`config.mk`:
```
export PLATFORM = sky130hd
export DESIGN_NAME = pipeline_hazard_ctrl
export DESIGN_NICKNAME = d
export VERILOG_FILES = /design/src/rtl/pipeline_hazard_ctrl.sv
export SDC_FILE = /design/constraint.sdc
export NUM_CORES = 1
export LEC_CHECK = 0
export CORE_ASPECT_RATIO = 0.8
export CORE_UTILIZATION = 28
export CTS_CLUSTER_SIZE = 24
export DETAILED_ROUTE_END_ITERATION = 10
export GPL_ROUTABILITY_DRIVEN = 0
export PLACE_DENSITY = 0.95
export SKIP_CTS_REPAIR_TIMING = 1
export SYNTH_ARGS = -nofsm -noshare
export SYNTH_HDL_FRONTEND = slang
export SYNTH_SLANG_ARGS = --single-unit
export TNS_END_PERCENT = 1
```
`constraint.sdc`:
```
create_clock -name clk -period 3.5 [get_ports clk]
set_input_delay 0.35 -clock clk [delete_from_list [all_inputs] [get_ports clk]]
set_output_delay 0.35 -clock clk [all_outputs]
set_load 0.005 [all_outputs]
```
`src/rtl/pipeline_hazard_ctrl.sv`:
```
// pipeline_hazard_ctrl: stall/flush controller for the 5-stage pipeline.
// Sticky completion flags let the pipeline advance only once both the I-cache
// and D-cache ports have responded. The controller also inserts load-use
// bubbles and squashes wrong-path instructions on taken branches.
// Optional performance counters are enabled with `define PIPELINE_PERF_CNT_EN.
module pipeline_hazard_ctrl #(
    parameter int unsigned REG_ADDR_W = 5,
    parameter int unsigned PERF_CNT_W = 32
) (
    input  logic                  clk,
    input  logic                  rst,
    input  logic                  imem_resp,
    input  logic                  dmem_resp,
    input  logic                  mem_access,
    input  logic                  ex_br_taken,
    input  logic                  id_ex_mem_read,
    input  logic [REG_ADDR_W-1:0] id_ex_rd,
    input  logic [REG_ADDR_W-1:0] if_id_rs1,
    input  logic [REG_ADDR_W-1:0] if_id_rs2,
    input  logic                  if_id_uses_rs1,
    input  logic                  if_id_uses_rs2,
    output logic                  imem_read,
    output logic                  dmem_req_en,
    output logic                  load_pc,
    output logic                  load_if_id,
    output logic                  load_id_ex,
    output logic                  load_ex_mem,
    output logic                  load_mem_wb,
    output logic                  bubble_id_ex,
    output logic                  flush_if_id,
    output logic [PERF_CNT_W-1:0] stall_cycles,
    output logic [PERF_CNT_W-1:0] bubble_count,
    output logic [PERF_CNT_W-1:0] flush_count
);

    logic i_done;
    logic d_done;
    logic i_ok;
    logic d_ok;
    logic advance;
    logic go;
    logic hazard;
    logic take_br;
    logic take_hz;

    assign i_ok    = i_done | imem_resp;
    assign d_ok    = ~mem_access | d_done | dmem_resp;
    assign advance = i_ok & d_ok;
    // Reset suppresses every load pulse even if both ports look satisfied.
    assign go      = advance & ~rst;

    assign hazard = id_ex_mem_read & (id_ex_rd != '0) &
                    ((if_id_uses_rs1 & (id_ex_rd == if_id_rs1)) |
                     (if_id_uses_rs2 & (id_ex_rd == if_id_rs2)));

    // Branch outranks the hazard: the hazarding instruction is wrong-path.
    assign take_br = go & ex_br_taken;
    assign take_hz = go & ~ex_br_taken & hazard;

    assign imem_read   = ~i_done & ~rst;
    assign dmem_req_en = mem_access & ~d_done & ~rst;

    // Stage-register load, bubble and flush controls.
    always_comb begin
        load_pc      = 1'b0;
        load_if_id   = 1'b0;
        load_id_ex   = 1'b0;
        load_ex_mem  = 1'b0;
        load_mem_wb  = 1'b0;
        bubble_id_ex = 1'b0;
        flush_if_id  = 1'b0;
        if (go) begin
            load_pc     = 1'b1;
            load_if_id  = 1'b1;
            load_id_ex  = 1'b1;
            load_ex_mem = 1'b1;
            load_mem_wb = 1'b1;
            if (take_br) begin
                bubble_id_ex = 1'b1;
                flush_if_id  = 1'b1;
            end else if (take_hz) begin
                load_pc      = 1'b0;
                load_if_id   = 1'b0;
                bubble_id_ex = 1'b1;
            end
        end
    end

    // Sticky response flags; on a load-use bubble the fetched instruction
    // is held, so i_done stays set and the I-port is not re-requested.
    always_ff @(posedge clk) begin
        if (rst) begin
            i_done <= 1'b0;
            d_done <= 1'b0;
        end else if (advance) begin
            i_done <= take_hz;
            d_done <= 1'b0;
        end else begin
            i_done <= i_done | imem_resp;
            d_done <= d_done | (dmem_resp & mem_access);
        end
    end

`ifdef PIPELINE_PERF_CNT_EN
    // Wrapping performance counters for stalls, bubbles and flushes.
    always_ff @(posedge clk) begin
        if (rst) begin
            stall_cycles <= '0;
            bubble_count <= '0;
            flush_count  <= '0;
        end else begin
            if (!advance) stall_cycles <= stall_cycles + 1'b1;
            if (take_hz)  bubble_count <= bubble_count + 1'b1;
            if (take_br)  flush_count  <= flush_count + 1'b1;
        end
    end
`else
    assign stall_cycles = '0;
    assign bubble_count = '0;
    assign flush_count  = '0;
`endif

endmodule

```
## Yosys cells after proc, flatten, opt, wreduce, memory -nomap -nowiden

Cells that the tools add are included.

| word-level totals | value |
|---|---|
| register bits | 2 |
| input port bits | 24 |
| output and inout port bits | 105 |
| logic and storage cells | 39 |

| operators by class | value |
|---|---|
| equality and inequality tests | 2 |
| multiplexer cells | 10 |
| bitwise logic cells | 23 |
| reductions and logical operators | 2 |

Operators with widths:

| operator | count |
|---|---|
| $and A1 B1 Y1 | 13 |
| $eq A5 B5 Y1 | 2 |
| $mux W1 | 10 |
| $not A1 Y1 | 5 |
| $or A1 B1 Y1 | 5 |
| $reduce_bool A5 Y1 | 1 |
| $reduce_or A2 Y1 | 1 |

## Logic depth before layout (Yosys ltp)

| depth | value |
|---|---|
| word-level depth | 10 |
| depth in mapped cells | 5 |
| mapped depth without buffers | 4 |

## Worst setup path before layout

OpenSTA, ideal clock, no wires.

| timing path | value |
|---|---|
| path type | input to output |
| start | input port mem_access |
| end | output port load_pc |
| arrival time | 1.458 ns |
| data required time | 3.150 ns |
| slack | 1.692 ns |
| stages on the path | 5 |
| path buffers | 1 |
| path through | nor3b_1 -> nor3_1 -> o2111ai_2 -> o21a_1 -> buf_4 |

| between the ends | value |
|---|---|
| word-level cells in the longest chain between the ends | 10 |
| elaborated cells between the ends (all ways) | 11 |
| those cells by class | 3 x mux; 8 x bitwise |

Ends and longest elaborated chain:

| element | RTL line | RTL |
|---|---|---|
| from (decl) | 14 | `input logic mem_access,` |
| $not A1 Y1 (*) | 47 | `assign d_ok = ~mem_access \| d_done \| dmem_resp;` |
| $or A1 B1 Y1 (*) (2 in series) | 47 |  |
| $and A1 B1 Y1 (*) | 48 | `assign advance = i_ok & d_ok;` |
| $and A1 B1 Y1 (*) | 50 | `assign go = advance & ~rst;` |
| $and A1 B1 Y1 (2 in series) | 58 | `assign take_hz = go & ~ex_br_taken & hazard;` |
| $mux W1 (2 in series) | n/a |  |
| $mux W1 (*) | n/a |  |
| to (decl) | 24 | `output logic load_pc,` |

Mark *: on every way between the ends. The rest lies on a longest branch, timed or not.

## Worst setup path in the final report

| timing path | value |
|---|---|
| start | input port mem_access |
| end | output port bubble_id_ex |

| between the ends | value |
|---|---|
| word-level cells in the longest chain between the ends | 10 |
| elaborated cells between the ends (all ways) | 11 |
| those cells by class | 3 x mux; 8 x bitwise |

Ends and longest elaborated chain:

| element | RTL line | RTL |
|---|---|---|
| $not A1 Y1 (*) | 47 |  |
| $or A1 B1 Y1 (*) (2 in series) | 47 |  |
| $and A1 B1 Y1 (*) | 48 |  |
| $and A1 B1 Y1 (*) | 50 |  |
| $and A1 B1 Y1 (2 in series) | 58 |  |
| $mux W1 | 81 | `end else if (take_hz) begin` |
| $mux W1 | 78 | `if (take_br) begin` |
| $mux W1 (*) | 72 | `if (go) begin` |
| to (decl) | 29 | `output logic bubble_id_ex,` |

Marked as above.

==> reports/qor.csv <==
metric,value,unit
status,finished clean,
max_freq,369.3,MHz
clk_latency,210,ps
cpPeakStageDelay,520,ps
holdCritPathClass,reg -> reg,
io_pins,129,
fin_crit_sh,0.7736,
grt_setup_unrepaired,no,
cap_violations,0,
clock_path_buffers,2,
worst_pin_slew,604.9,ps
wirelength,1.526,mm
synth_cell_types,19,
cp_top_family,buffers and inverters,
drt_iter0_drc,7,
fp.dieArea,3820,um^2
drv_slew,0,
final_common_cell,conb_1,
antenna_cells,0,
cts_tree,done,
dp_hpwl,1.391,mm
nets,189,
path_buf_inv,2,
cts_buffers,3,
vdd_drop_max,172.4,uV
track_usage,0.07051,
crit_path_max_fanout,5,
grt_pass1_wl,1.856,mm
worst_slack,792.4,ps
antenna_found_initial,0,
rr_startpoint,i_done,
holdCritStartpoint,i_done,
cp_slowest_cell,clkdlybuf4s50_1,
setup_viol,0,
fin_area,1028,um^2
overflow,0,
synth_seq_cells,2,
synth_top_area_frac,0.7425,
area_delta_synth_final,2.750,%
cts_sinks,2,
final_cell_mix,"conb_1 (96), clkdlybuf4s50_1 (32), xor2_1 (8)",
p_leak,0.5390,nW
die_x,68.85,um
drive_gt1_frac,0.02454,
cp-start-kind,input pin,
synth_top_area_cell,buf_4,
synth.avg_cell_area,7.583,um^2
required,3150,ps
grt_max_degree,7,
wl_met1,411,um
vias_per_cell,3.049,
initial_utilization,0.2924,
grt_pass1_vias,463,
cpMostUsedCell,clkdlybuf4s50_1,
crit_chain,clkdlybuf4s50_1 -> nor3b_1 -> nor3_1 -> o2111ai_2 -> o21bai_1 -> clkdlybuf4s50_1,
finalHoldViolCount,0,
fp.dieH,55.48,um
whs,444.6,ps
route.detailed.drc,0,
netlist_area,1001,um^2
yosys_warnings,0,
max_slew_margin,0.5936,
crit_start,mem_access,
dp_cells,202,
numPortBuffers,32,
dr.pass1.iters,6,
synth.area.top_cells,"buf_4 (74%), xor2_1 (7.0%), dfxtp_1 (4.0%)",
skew,0.1564,ps
powerDensity,198.0,nW/um^2
place_ws,741.9,ps
rows,19,
endpoint_kind,primary output,
synth_seq_area_share,0.04000,
dpl-instance-area,987.2,um^2
crit_type,in -> out,
routed.top_layer,met4,
htree_levels,1,
clk_pin_slew,30,ps
wl_per_cell,7.444,um
period_minus_slack,2708,ps
syn_inst,132,
arrival,2360,ps
ant_nets,0,
coreArea,3423,um^2
cts_root_buf,clkbuf_8,
met2_length,835,um
met3WireLength,256,um
stdcell_count,205,
setup-tns-final,0,ps
num_vias,625,
==> cells by family after synthesis <==
family / Yosys count / synth area share
AND/OR/NAND/NOR: 13 / 0.07374
flip-flops: 2 / 0.04000
XOR/XNOR: 10 / 0.08751
AO/OA/AOI/OAI: 6 / 0.04874
buffers and inverters: 100 / 0.7462
other: 1 / 0.003746
==> final timing paths <==
check	endpoint	slack, ps	depth (start not counted)
max	bubble_id_ex	790	6
min	d_done	440	1
max reg2reg	i_done	2040	4
min reg2reg	d_done	440	1
==> registers in the layout (all words and copies together), names as in the netlist <==
signal and flops:
d_done 1, i_done 1
==> through the flow <==
stage	utilization	power (mW)
after floorplan	-	0.1448
after global placement	0.2884	0.1081
after detailed placement	0.2884	0.1097
after CTS	0.3004	0.2056
after global routing	0.3004	0.2250
final	0.3004	0.2036
==> cells in the mapped netlist <==
cell	number
or4_1	1
nor4_1	4
xnor2_1	2
and2_0	1
a32oi_1	1
o21ai_0	1
o2111ai_2	1
o21bai_1	1
nor2_1	3
a21oi_1	1
xor2_1	8
nand2_1	1
inv_1	1
nor3b_1	2
dfxtp_1	2
conb_1	1
buf_4	99
nor3_1	1
o21a_1	1
==> worst register-to-register path: cells and delay by family, from the launching register on <==
kind | cells | cell delay, ps
and+or+nand+nor | 2 | 590
AOI/OAI and AO/OA | 2 | 450
DFF | 1 | 330
==> report_power, final <==
part / leakage [nW] / internal, mW / switching, mW
Clock: 0.0216 / 0.0729 / 0.0198
Combinational: 0.501 / 0.0413 / 0.0454
Sequential: 0.0163 / 0.0238 / 0.000558
Total: 0.539 / 0.138 / 0.0657
==> per-layer routing <==
metal  GRT usage  vias up
met4     0.05248        0
li1            -      285
met3     0.02686        4
met2      0.1304       63
met5           0        -
met1     0.05632      273
==> final cells by class <==
type | instances | area [um^2]
fillers | 391 | 2395
multi-input cells | 125 | 570.5
repair buffers | 32 | 320.3
well taps | 42 | 52.55
clock buffers | 3 | 41.29
flip-flops and latches | 2 | 40.04
inverters | 1 | 3.754
(Power assumes the default switching activity.)
